## config.mk

```make
export PLATFORM = sky130hd
export DESIGN_NAME = conv3x3_relu
export DESIGN_NICKNAME = d
export VERILOG_FILES = /design/src/rtl/cnn_pkg.sv /design/src/rtl/conv_mac.sv /design/src/rtl/conv3x3_relu.sv
export SDC_FILE = /design/constraint.sdc
export NUM_CORES = 1
export LEC_CHECK = 0
export ABC_AREA = 1
export BUFFER_PORTS_ARGS = -buffer_cell sky130_fd_sc_hd__clkbuf_2
export CAP_MARGIN = 10
export CORE_MARGIN = 2
export CORE_UTILIZATION = 37
export DETAILED_ROUTE_END_ITERATION = 6
export PLACE_DENSITY = 0.54
export SYNTH_ARGS = -nofsm -noshare
export SYNTH_HDL_FRONTEND = slang
export SYNTH_HIERARCHICAL = 1
export SYNTH_SLANG_ARGS = --single-unit
```

## constraint.sdc

```tcl
create_clock -name clk -period 10.2 [get_ports clk]
set_input_delay 1.53 -clock clk [delete_from_list [all_inputs] [get_ports clk]]
set_output_delay 1.53 -clock clk [all_outputs]
set_load 0.02 [all_outputs]
```

## src/rtl/cnn_pkg.sv

```systemverilog
// ============================================================================
// Module  : cnn_pkg
// Brief   : Shared CNN datapath constants and conv FSM state encoding.
// Rev     : 1.0
// ============================================================================
`default_nettype none

package cnn_pkg;

    localparam int IMG_W  = 28;
    localparam int OUT_W  = 26;
    localparam int DATA_W = 8;
    localparam int COEF_W = 8;
    localparam int BIAS_W = 16;
    localparam int ACC_W  = 20;
    localparam int ADDR_W = 10;
    localparam int N_TAPS = 9;
    localparam int RC_W   = 5;
    localparam int PROD_W = DATA_W + 1 + COEF_W;

    typedef enum logic [2:0] {
        ST_IDLE  = 3'd0,
        ST_READ  = 3'd1,
        ST_DRAIN = 3'd2,
        ST_WRITE = 3'd3,
        ST_FIN   = 3'd4
    } conv_state_t;

endpackage

`default_nettype wire

```

## src/rtl/conv_mac.sv

```systemverilog
// ============================================================================
// Module  : conv_mac
// Brief   : Signed MAC with clear, plus bias/shift/ReLU/saturate output path.
// Rev     : 1.0
// ============================================================================
`default_nettype none

module conv_mac
    import cnn_pkg::*;
#(
    parameter int SHIFT = 4
) (
    input  logic              clk,
    input  logic              rst_n,
    input  logic              i_clr,
    input  logic              i_en,
    input  logic [DATA_W-1:0] i_pix,
    input  logic [COEF_W-1:0] i_coef,
    input  logic [BIAS_W-1:0] i_bias,
    output logic [DATA_W-1:0] o_pix
);

    localparam int SUM_W = ACC_W + 1;

    logic signed [PROD_W-1:0] w_pix_x;
    logic signed [PROD_W-1:0] w_coef_x;
    logic signed [PROD_W-1:0] w_prod;
    logic signed [ACC_W-1:0]  r_acc;
    logic signed [SUM_W-1:0]  w_sum;
    logic signed [SUM_W-1:0]  w_shift;

    // Pixel is unsigned, so it is zero-extended before the signed multiply.
    assign w_pix_x  = {{(PROD_W-DATA_W){1'b0}}, i_pix};
    assign w_coef_x = {{(PROD_W-COEF_W){i_coef[COEF_W-1]}}, i_coef};
    assign w_prod   = w_pix_x * w_coef_x;

    always_ff @(posedge clk or negedge rst_n) begin
        if (!rst_n) begin
            r_acc <= '0;
        end else if (i_clr) begin
            r_acc <= '0;
        end else if (i_en) begin
            r_acc <= r_acc + {{(ACC_W-PROD_W){w_prod[PROD_W-1]}}, w_prod};
        end
    end

    assign w_sum   = {r_acc[ACC_W-1], r_acc}
                   + {{(SUM_W-BIAS_W){i_bias[BIAS_W-1]}}, i_bias};
    assign w_shift = w_sum >>> SHIFT;

    always_comb begin
        o_pix = w_shift[DATA_W-1:0];
        if (w_shift[SUM_W-1]) begin
            o_pix = '0;
        end else if (|w_shift[SUM_W-2:DATA_W]) begin
            o_pix = '1;
        end
    end

endmodule

`default_nettype wire

```

## src/rtl/conv3x3_relu.sv

```systemverilog
// ============================================================================
// Module  : conv3x3_relu
// Brief   : 3x3 valid convolution + requant/ReLU over a 28x28 BRAM image.
// Rev     : 1.0
// ============================================================================
`default_nettype none

module conv3x3_relu
    import cnn_pkg::*;
#(
    parameter int SHIFT = 4
) (
    input  logic                     clk,
    input  logic                     rst_n,
    input  logic                     start,
    input  logic [N_TAPS*COEF_W-1:0] weights,
    input  logic [BIAS_W-1:0]        bias,
    output logic [ADDR_W-1:0]        rd_addr,
    input  logic [DATA_W-1:0]        rd_data,
    output logic                     wr_en,
    output logic [ADDR_W-1:0]        wr_addr,
    output logic [DATA_W-1:0]        wr_data,
    output logic                     busy,
    output logic                     done
);

    localparam logic [ADDR_W-1:0] c_ROW_STEP  = ADDR_W'(IMG_W - 2);
    localparam logic [ADDR_W-1:0] c_WRAP_STEP = ADDR_W'(IMG_W - OUT_W + 1);
    localparam logic [RC_W-1:0]   c_LAST_RC   = RC_W'(OUT_W - 1);

    conv_state_t         r_state;
    logic [3:0]          r_k;
    logic [1:0]          r_kc;
    logic [RC_W-1:0]     r_row;
    logic [RC_W-1:0]     r_col;
    logic [ADDR_W-1:0]   r_base;
    logic [ADDR_W-1:0]   r_oaddr;
    logic [ADDR_W-1:0]   r_rd_addr;
    logic                r_wr_en;
    logic [ADDR_W-1:0]   r_wr_addr;
    logic [DATA_W-1:0]   r_wr_data;
    logic                r_busy;
    logic                r_done;

    logic [COEF_W-1:0]   w_coef_arr [N_TAPS];
    logic [3:0]          w_tap;
    logic                w_start_ok;
    logic                w_mac_en;
    logic                w_mac_clr;
    logic [DATA_W-1:0]   w_pix;

    for (genvar gi = 0; gi < N_TAPS; gi++) begin : g_taps
        assign w_coef_arr[gi] = weights[gi*COEF_W +: COEF_W];
    end

    // A start landing in the same cycle as done is dropped.
    assign w_start_ok = (r_state == ST_IDLE) && start && !r_done;

    // rd_data lags the address by one cycle, so the tap used is k-1.
    assign w_tap     = (r_state == ST_DRAIN) ? 4'd8 :
                       (r_k == 4'd0)         ? 4'd0 : r_k - 4'd1;
    assign w_mac_en  = ((r_state == ST_READ) && (r_k != 4'd0)) || (r_state == ST_DRAIN);
    assign w_mac_clr = w_start_ok || (r_state == ST_WRITE);

    conv_mac #(
        .SHIFT (SHIFT)
    ) u_mac (
        .clk    (clk),
        .rst_n  (rst_n),
        .i_clr  (w_mac_clr),
        .i_en   (w_mac_en),
        .i_pix  (rd_data),
        .i_coef (w_coef_arr[w_tap]),
        .i_bias (bias),
        .o_pix  (w_pix)
    );

    always_ff @(posedge clk or negedge rst_n) begin
        if (!rst_n) begin
            r_state   <= ST_IDLE;
            r_k       <= '0;
            r_kc      <= '0;
            r_row     <= '0;
            r_col     <= '0;
            r_base    <= '0;
            r_oaddr   <= '0;
            r_rd_addr <= '0;
            r_wr_en   <= 1'b0;
            r_wr_addr <= '0;
            r_wr_data <= '0;
            r_busy    <= 1'b0;
            r_done    <= 1'b0;
        end else begin
            r_wr_en <= 1'b0;
            r_done  <= 1'b0;
            case (r_state)
                ST_IDLE: begin
                    if (w_start_ok) begin
                        r_state   <= ST_READ;
                        r_k       <= '0;
                        r_kc      <= '0;
                        r_row     <= '0;
                        r_col     <= '0;
                        r_base    <= '0;
                        r_oaddr   <= '0;
                        r_rd_addr <= '0;
                        r_busy    <= 1'b1;
                    end
                end
                ST_READ: begin
                    if (r_k == 4'd8) begin
                        r_state <= ST_DRAIN;
                    end else begin
                        r_k <= r_k + 4'd1;
                        if (r_kc == 2'd2) begin
                            r_kc      <= '0;
                            r_rd_addr <= r_rd_addr + c_ROW_STEP;
                        end else begin
                            r_kc      <= r_kc + 2'd1;
                            r_rd_addr <= r_rd_addr + 1'b1;
                        end
                    end
                end
                ST_DRAIN: begin
                    r_state <= ST_WRITE;
                end
                ST_WRITE: begin
                    r_wr_en   <= 1'b1;
                    r_wr_addr <= r_oaddr;
                    r_wr_data <= w_pix;
                    r_k       <= '0;
                    r_kc      <= '0;
                    if ((r_row == c_LAST_RC) && (r_col == c_LAST_RC)) begin
                        r_state <= ST_FIN;
                    end else begin
                        r_state <= ST_READ;
                        r_oaddr <= r_oaddr + 1'b1;
                        // Column wrap: base jumps past the two unused border columns.
                        if (r_col == c_LAST_RC) begin
                            r_col     <= '0;
                            r_row     <= r_row + 1'b1;
                            r_base    <= r_base + c_WRAP_STEP;
                            r_rd_addr <= r_base + c_WRAP_STEP;
                        end else begin
                            r_col     <= r_col + 1'b1;
                            r_base    <= r_base + 1'b1;
                            r_rd_addr <= r_base + 1'b1;
                        end
                    end
                end
                ST_FIN: begin
                    r_done  <= 1'b1;
                    r_busy  <= 1'b0;
                    r_state <= ST_IDLE;
                end
                default: begin
                    r_state <= ST_IDLE;
                end
            endcase
        end
    end

    assign rd_addr = r_rd_addr;
    assign wr_en   = r_wr_en;
    assign wr_addr = r_wr_addr;
    assign wr_data = r_wr_data;
    assign busy    = r_busy;
    assign done    = r_done;

endmodule

`default_nettype wire

```

==> metrics.md, run 1 <==
| Metric | Value |
|---|---|
| Status | `complete, no violations` |
| DR vias | `roughly 9700` |
| Gp weighted congestion | `0.854` |
| Reg2reg setup slack | `1.37 ns` |
| Netlist cell types | `49` |
| Post-Synthesis Net Count | `1751` |
| Most frequent cells in the layout | `nand2_1 (431), inv_1 (256), clkbuf_2 (128)` |
| Area leader, netlist | `dfrtp_1` |
| Diode count | `0` |
| Pin count of the biggest net entering global routing | `63` |
| Top Family by Delay on Critical Path | `adder cells` |
| Clock network fraction of total power | `23.0%` |
| Final hold violations | `0` |
| RSZ-0062 raised after global routing | `false` |
| Crit-path max cell delay | `0.71 ns` |
| R2r worst-path depth | `38` |
| Root Buffer | `clkbuf_16` |
| Min cycle time layout | `between 8 and 9 ns` |
| Buffers on Ports | `129` |
| Critical Path Stages | `38` |
| Die Height | `169 um` |
| Routed len/inst | `about 14 um` |
| Final setup TNS | `0 ns` |
| Buffers & Inverters on Critical Path | `10` |
| Synth Flop Type | `dfrtp_1` |
| Vias in the first global route | `8912` |
| VDD IR max | `0.0703 mV` |
| Hold_buf cts | `0` |
| R2R Path Start | `r_k[0]$_DFFE_PN0P_` |
| Initial antenna violation count | `0` |
| Syn Inst Count | `1520` |
| Worst-Margin Slew | `around 0.85 ns` |
| R2r endpoint | `u_mac/r_acc[19]$_DFFE_PN0P_` |
| Slowest cell on crit path | `dfrtp_1` |
| FFs w/ async S/R, synth | `100%` |
| CTS buffer count | `9` |
| Max FO, Critical Path | `33` |
| EDFF count, synth | `0` |
| Placed cell area | `11000 um^2` |
| Worst path required time | `10.44 ns` |
| Htree depth | `3` |
| GRT Total Usage | `18.6%` |
| Final Max Slew Viols | `0` |
| GR Layer Usage met3 | `2.05%` |
| Met1 global-route usage | `25.5%` |
| First-pass GRT wire length | `43600 um` |
| Die ar. | `28600 um^2` |
| Postcts setup bufs | `0` |
| Switching pwr | `0.000619 W` |
| Final wirelength | `26600 um` |
| Flops & latches, synth | `90` |
| Synth top area cells | `dfrtp_1 (22%), nand2_1 (16%), ha_1 (12%)` |
| Setup crit start kind | `flip-flop` |
| Critical path capture point | `u_mac/r_acc[19]$_DFFE_PN0P_` |
| CTS Buffer Depth | `2` |
| Kind of critical path | `reg -> reg` |
| Fin crit share | `around 87%` |
| P&R area growth vs syn | `12.0%` |
| Max cap viols | `0` |
| # IOs | `130` |
| Top cell type's share of synthesized area | `between 20% and 30%` |
| Synthesized area | `10100 um^2` |
| Sequential power share | `between 20% and 30%` |
| Int Pwr | `0.000819 W` |
| Core area | `~27000 um^2` |
| Final ANT Viol Nets | `0` |
| Clk_lat worst skew | `0.35 ns` |
| CTS tree | `built` |
| Initial Util | `37.5%` |
| DRT iter0 DRCs | `546` |
| # setup viols final | `0` |
| Slew Limit Headroom | `42.8%` |
| Sequential share of the synthesized area | `22.3%` |
| DR pass1 iterations | `5` |
| Busiest grt layer | `met2` |
| Synthesized area per cell | `6.64 um^2` |
| Post-route DRC | `0` |
| Final HPWL DP | `21500 um` |
| Clock skew | `0.00781 ns` |
| Row count | `60` |
| Die Width | `169 um` |
| Clock slew at reported path FFs | `around 0.070 ns` |
| Overflow after GRT | `0` |
| Ratio of cells with drive above 1 in the final layout | `12.7%` |
| Nets | `1854` |
| P per Cell Area | `127 nW/um^2` |
| Switching share of total power | `43.1%` |
| TritonCTS Sinks | `90` |
| Commonest non-fill, non-tap cell in the layout | `nand2_1` |
| Most frequent CP cell | `inv_1` |
| Crit end category | `flip-flop` |
| Met2 usage in global routing | `31.9%` |
| Final Cell Area | `11300 um^2` |
| Arrival time of the worst setup path | `9.06 ns` |
| Critical path origin | `r_k[0]$_DFFE_PN0P_` |
| Drt via density | `between 4 and 5` |
| Leak pwr | `approximately 6.5 nW` |
| Cts repair resizes | `0` |
| Combinational power share | `50.0%` |
| Synth warnings | `6` |
| F_max | `113 MHz` |
| Hold crit path type | `reg -> reg` |
Yosys cell counts (22+ instances only):
| master | number |
|---|---|
| nand4_1 | 38 |
| o21ai_0 | 53 |
| dfrtp_1 | 90 |
| nand2_1 | 431 |
| nor2_1 | 113 |
| a21oi_1 | 68 |
| nand3_1 | 120 |
| ha_1 | 93 |
| o21ai_1 | 22 |
| clkbuf_1 | 26 |
| fa_1 | 39 |
| inv_1 | 256 |
routing by layer:
layer,share of wire [%],vias up
met5,0,-
met2,49,137
met4,1.0,0
met3,2.6,18
met1,47,4485
li1,-,5043
power groups by stage:
stage,clock [W],sequential (W),combinational [W]
2_1_floorplan,0,0.000416,0.000522
3_3_place_gp,0,0.000395,0.000722
3_5_place_dp,0,0.000395,0.000726
4_1_cts,0.000339,0.000389,0.000730
5_1_grt,0.000356,0.000390,0.000834
6_report,0.000331,0.000388,0.000719
state kept, by name, indices dropped and copies added (netlist names), 5 cells and up:
name and count:
wr_addr 10, rd_addr 10, r_row 5, r_col 5, wr_data 8, r_base 10
u_mac/r_acc 20, r_oaddr 10
final cells by class:
class,count,area [um^2]
fill,2950,15600
multi-input combinational,1123,6650
sequential,90,2250
inverter,264,991
timing repair buffer,135,693
tap,341,427
clock buffer,10,239
clock inverter,6,50.0
cells by family (layout without fill, tap and decap cells):
group                      after synthesis  count (layout)  share of synthesized area (%)
muxes                                    1               1                         0.0992
buffers and inverters                  307             415                           11.8
xor gates and xnor gates                30              30                           2.68
AOI/OAI and AO/OA                      187             187                           10.4
DFF                                     90              90                           22.3
and+or+nand+nor                        773             773                           33.4
adders and majority gates              132             132                           19.3
stage by stage:
step	hold slack, ns	std cells	utilization (%)	worst slack [ns]	power [W]
3_3_place_gp	0.463	1953	41.0	1.71	0.00112
3_5_place_dp	0.466	1953	41.0	1.41	0.00112
4_1_cts	0.484	1969	42.0	1.39	0.00146
2_1_floorplan	0.464	1520	-	3.02	0.000938
6_report	0.480	1969	42.0	1.37	0.00144
5_1_grt	0.506	1969	42.0	0.555	0.00158
worst min path at each step:
stage                            from  slack, ns                endpoint  cells past startpoint
4_1_cts        wr_data[4]$_DFFE_PN0P_       0.48  wr_data[4]$_DFFE_PN0P_                      2
6_report       wr_data[4]$_DFFE_PN0P_       0.48  wr_data[4]$_DFFE_PN0P_                      2
3_5_place_dp   wr_data[4]$_DFFE_PN0P_       0.47  wr_data[4]$_DFFE_PN0P_                      2
2_1_floorplan     r_kc[0]$_DFFE_PN0P_       0.46     r_kc[0]$_DFFE_PN0P_                      1
3_3_place_gp   wr_data[0]$_DFFE_PN0P_       0.46  wr_data[0]$_DFFE_PN0P_                      2
5_1_grt        wr_data[0]$_DFFE_PN0P_       0.51  wr_data[0]$_DFFE_PN0P_                      2
tightest hold or removal path: cells and delay by family (launching register included):
family,cells,cell delay [ns]
and+or+nand+nor,2,0.10
DFF,1,0.34
Note: power is estimated with default switching activity, not from simulation.
==> inputs of run 2 (changes only) <==
PLACE_DENSITY = 0.56   (was 0.54)
clock period = 7.79 ns   (was 10.2 ns; I/O delays follow)
==> run 2 against run 1 <==
Flip-flop and latch count is the same. Design area up 1.1%. Clock skew rose by 0.0063 ns. Via count about the same. Critical path depth stayed put. Count of clock-buffer cells in the layout down 1. Worst hold slack got worse by 0.0010 ns. Routed wire length decreased by 1.3%. Critical path type unchanged. Largest cell class unchanged. First-iteration DRC count is 10% lower. Combinational power is 32% higher.
==> metrics.md, run 2 (same netlist as run 1, synthesis figures left out) <==
| Metric | Value |
|---|---|
| Pin count of the biggest net entering global routing | `66 (+4.8%)` |
| Min cycle time layout | `7.17 ns (-1.66 ns)` |
| Routed len/inst | `13.3 um (-1.9%)` |
| DR vias | `9676 (-0.072%)` |
| Clock slew at reported path FFs | `0.07 ns (about the same)` |
| Switching pwr | `0.000810 W (+31%)` |
| Final HPWL DP | `21400 um (-0.35%)` |
| Kind of critical path | `reg -> reg` |
| Crit end category | `flip-flop` |
| Fin crit share | `92.1% (+5.5 points)` |
| Slew Limit Headroom | `42.4% (-0.46 points)` |
| Initial antenna violation count | `0 (unchanged)` |
| Row count | `60 (unchanged)` |
| Final Max Slew Viols | `0 (unchanged)` |
| Root Buffer | `clkbuf_16` |
| Hold crit path type | `reg -> reg` |
| Final wirelength | `26200 um (-1.3%)` |
| Fillers | `2897 (-1.8%)` |
| Arrival time of the worst setup path | `7.41 ns (-1.65 ns)` |
| Worst-Margin Slew | `0.864 ns (+0.0100 ns)` |
| Gp weighted congestion | `0.848 (-0.62%)` |
| Crit-path max cell delay | `0.55 ns (-0.16 ns)` |
| Tot Pwr | `0.00188 W (+30%)` |
| Die Height | `169 um (unchanged)` |
| Die Width | `169 um (unchanged)` |
| Max FO, Critical Path | `14 (-58%)` |
| Placed cell area | `11100 um^2 (+0.59%)` |
| Status | `complete, no violations` |
| DR pass1 iterations | `5 (unchanged)` |
| DRT iter0 DRCs | `490 (-10%)` |
| Pre-CTS WS | `0.119 ns (-1.29 ns)` |
| First-pass GRT wire length | `43100 um (-1.2%)` |
| Final hold slack | `0.479 ns (-0.00103 ns)` |
| Post-route DRC | `0 (unchanged)` |
| Sequential power share | `27.2% (+0.2 points)` |
| Vias in the first global route | `8970 (+0.65%)` |
| Nets | `1865 (+0.59%)` |
| Setup WS post-layout | `0.619 ns (-0.753 ns)` |
| Final ANT Viol Nets | `0 (unchanged)` |
| Htree depth | `3 (unchanged)` |
| Worst path required time | `8.02 ns (-2.42 ns)` |
| Ratio of cells with drive above 1 in the final layout | `13.8% (+1.1 points)` |
| VDD IR max | `0.0966 mV (+37%)` |
| Setup crit start kind | `flip-flop` |
| Multi-input logic area | `6670 um^2 (+0.43%)` |
| P&R area growth vs syn | `13.2%` |
| Overflow after GRT | `0 (unchanged)` |
| # IOs | `130 (unchanged)` |
| Final Cell Area | `11400 um^2 (+1.1%)` |
| Most flops, register | `u_mac/r_acc` |
| # setup viols final | `0 (unchanged)` |
| Slowest cell on crit path | `fa_1` |
| Die ar. | `28600 um^2 (unchanged)` |
| Most frequent CP cell | `inv_1` |
| Max reg flops | `20 (unchanged)` |
| Max cap viols | `0 (unchanged)` |
| CTS Buffer Depth | `2 (unchanged)` |
| Diode count | `0 (unchanged)` |
| Buffers on Ports | `129 (unchanged)` |
| FF/Latch Area | `2250 um^2 (unchanged)` |
| Initial Util | `37.5% (unchanged)` |
| Drt via density | `4.89 (-0.63%)` |
| Leak pwr | `6.57 nW (+0.80%)` |
| F_max | `139 MHz (+23%)` |
| Clock skew | `0.0142 ns (+0.00635 ns)` |
| Int Pwr | `0.00107 W (+30%)` |
| GRT Total Usage | `18.3% (-0.26 points)` |
| Combinational power share | `50.4% (+0.4 points)` |
| Final setup TNS | `0 ns (unchanged)` |
| Switching share of total power | `43.2% (+0.088 points)` |
| Clock network fraction of total power | `22.4% (-0.6 points)` |
| Final hold violations | `0 (unchanged)` |
| Most frequent cells in the layout | `nand2_1 (428), inv_1 (254), clkbuf_2 (128)` |
| Commonest non-fill, non-tap cell in the layout | `nand2_1` |
| CTS buffer count | `9 (unchanged)` |
| Clk_lat worst skew | `0.35 ns (about the same)` |
| CTS tree | `built` |
| P per Cell Area | `164 nW/um^2 (+29%)` |
| TritonCTS Sinks | `90 (unchanged)` |
| Core area | `26900 um^2 (unchanged)` |
## run 2: cell count changes in the layout (fill, tap and decap cells not counted), moves of 2 or more
cell / previous run / this run
inv_1: 256 / 254
inv_2: 7 / 9
inv_6: 1 / 4
nand2_2: 6 / 9
buf_4: 7 / 17
nand3_2: 6 / 8
nand2_1: 431 / 428
nand3_1: 120 / 118
## run 2: routing by layer
metal	wire length, um	global-route usage (%)	share of wire [%]
met5	0	0	0
met3	791	2.40	3.0
met4	241	3.31	0.92
met1	12700	25.3	48
met2	12500	30.9	48
## run 2: through the flow
stage	instances	util (%)
5_1_grt	1980	42.5
2_1_floorplan	1520	-
3_3_place_gp	1960	41.2
6_report	1980	42.5
4_1_cts	1976	42.2
3_5_place_dp	1960	41.2
## run 2: path summary, 6_finish.rpt
| kind | slack, ns | from | end | cells past startpoint |
|---|---|---|---|---|
| min in group asynchronous | 0.71 | rst_n | wr_addr[8]$_DFFE_PN0P_ | 1 |
| min reg2reg | 0.48 | wr_data[1]$_DFFE_PN0P_ | wr_data[1]$_DFFE_PN0P_ | 2 |
| max | 0.62 | r_k[1]$_DFFE_PN0P_ | u_mac/r_acc[19]$_DFFE_PN0P_ | 38 |
| min | 0.48 | wr_data[1]$_DFFE_PN0P_ | wr_data[1]$_DFFE_PN0P_ | 2 |
| max in group asynchronous | 5.89 | rst_n | u_mac/r_acc[9]$_DFFE_PN0P_ | 2 |
| max reg2reg | 0.62 | r_k[1]$_DFFE_PN0P_ | u_mac/r_acc[19]$_DFFE_PN0P_ | 38 |
## run 2: layout make-up
cell class | count | area share [%]
Inverter | 264 | 8.71
Timing Repair Buffer | 146 | 6.90
Sequential cell | 90 | 19.7
Clock buffer | 9 | 1.97
Multi-Input combinational cell | 1123 | 58.5
Clock inverter | 7 | 0.493
Tap cell | 341 | 3.74
## run 2: critical path, delay by kind of cell, from the launching register on
family / cells / cell delay, ns
adders and majority gates: 7 / 3.01
and+or+nand+nor: 16 / 1.92
buffers and inverters: 10 / 0.98
AOI/OAI and AO/OA: 4 / 0.58
DFF: 1 / 0.41
xor gates and xnor gates: 1 / 0.16
## run 2: power groups by stage
stage	sequential [W]	clock (W)	combinational [W]
global route	0.000512	0.000454	0.00110
detailed placement	0.000518	0	0.000950
global placement	0.000518	0	0.000946
CTS	0.000509	0.000436	0.000956
finish	0.000509	0.000421	0.000946
floorplan	0.000545	0	0.000684
## run 2: what timing repair did
action / CTS / global route
resized for setup: 0 / 11
setup endpoints to repair: 0 / 7
buffers inserted: 0 / 4
hold buffers: 0 / 0
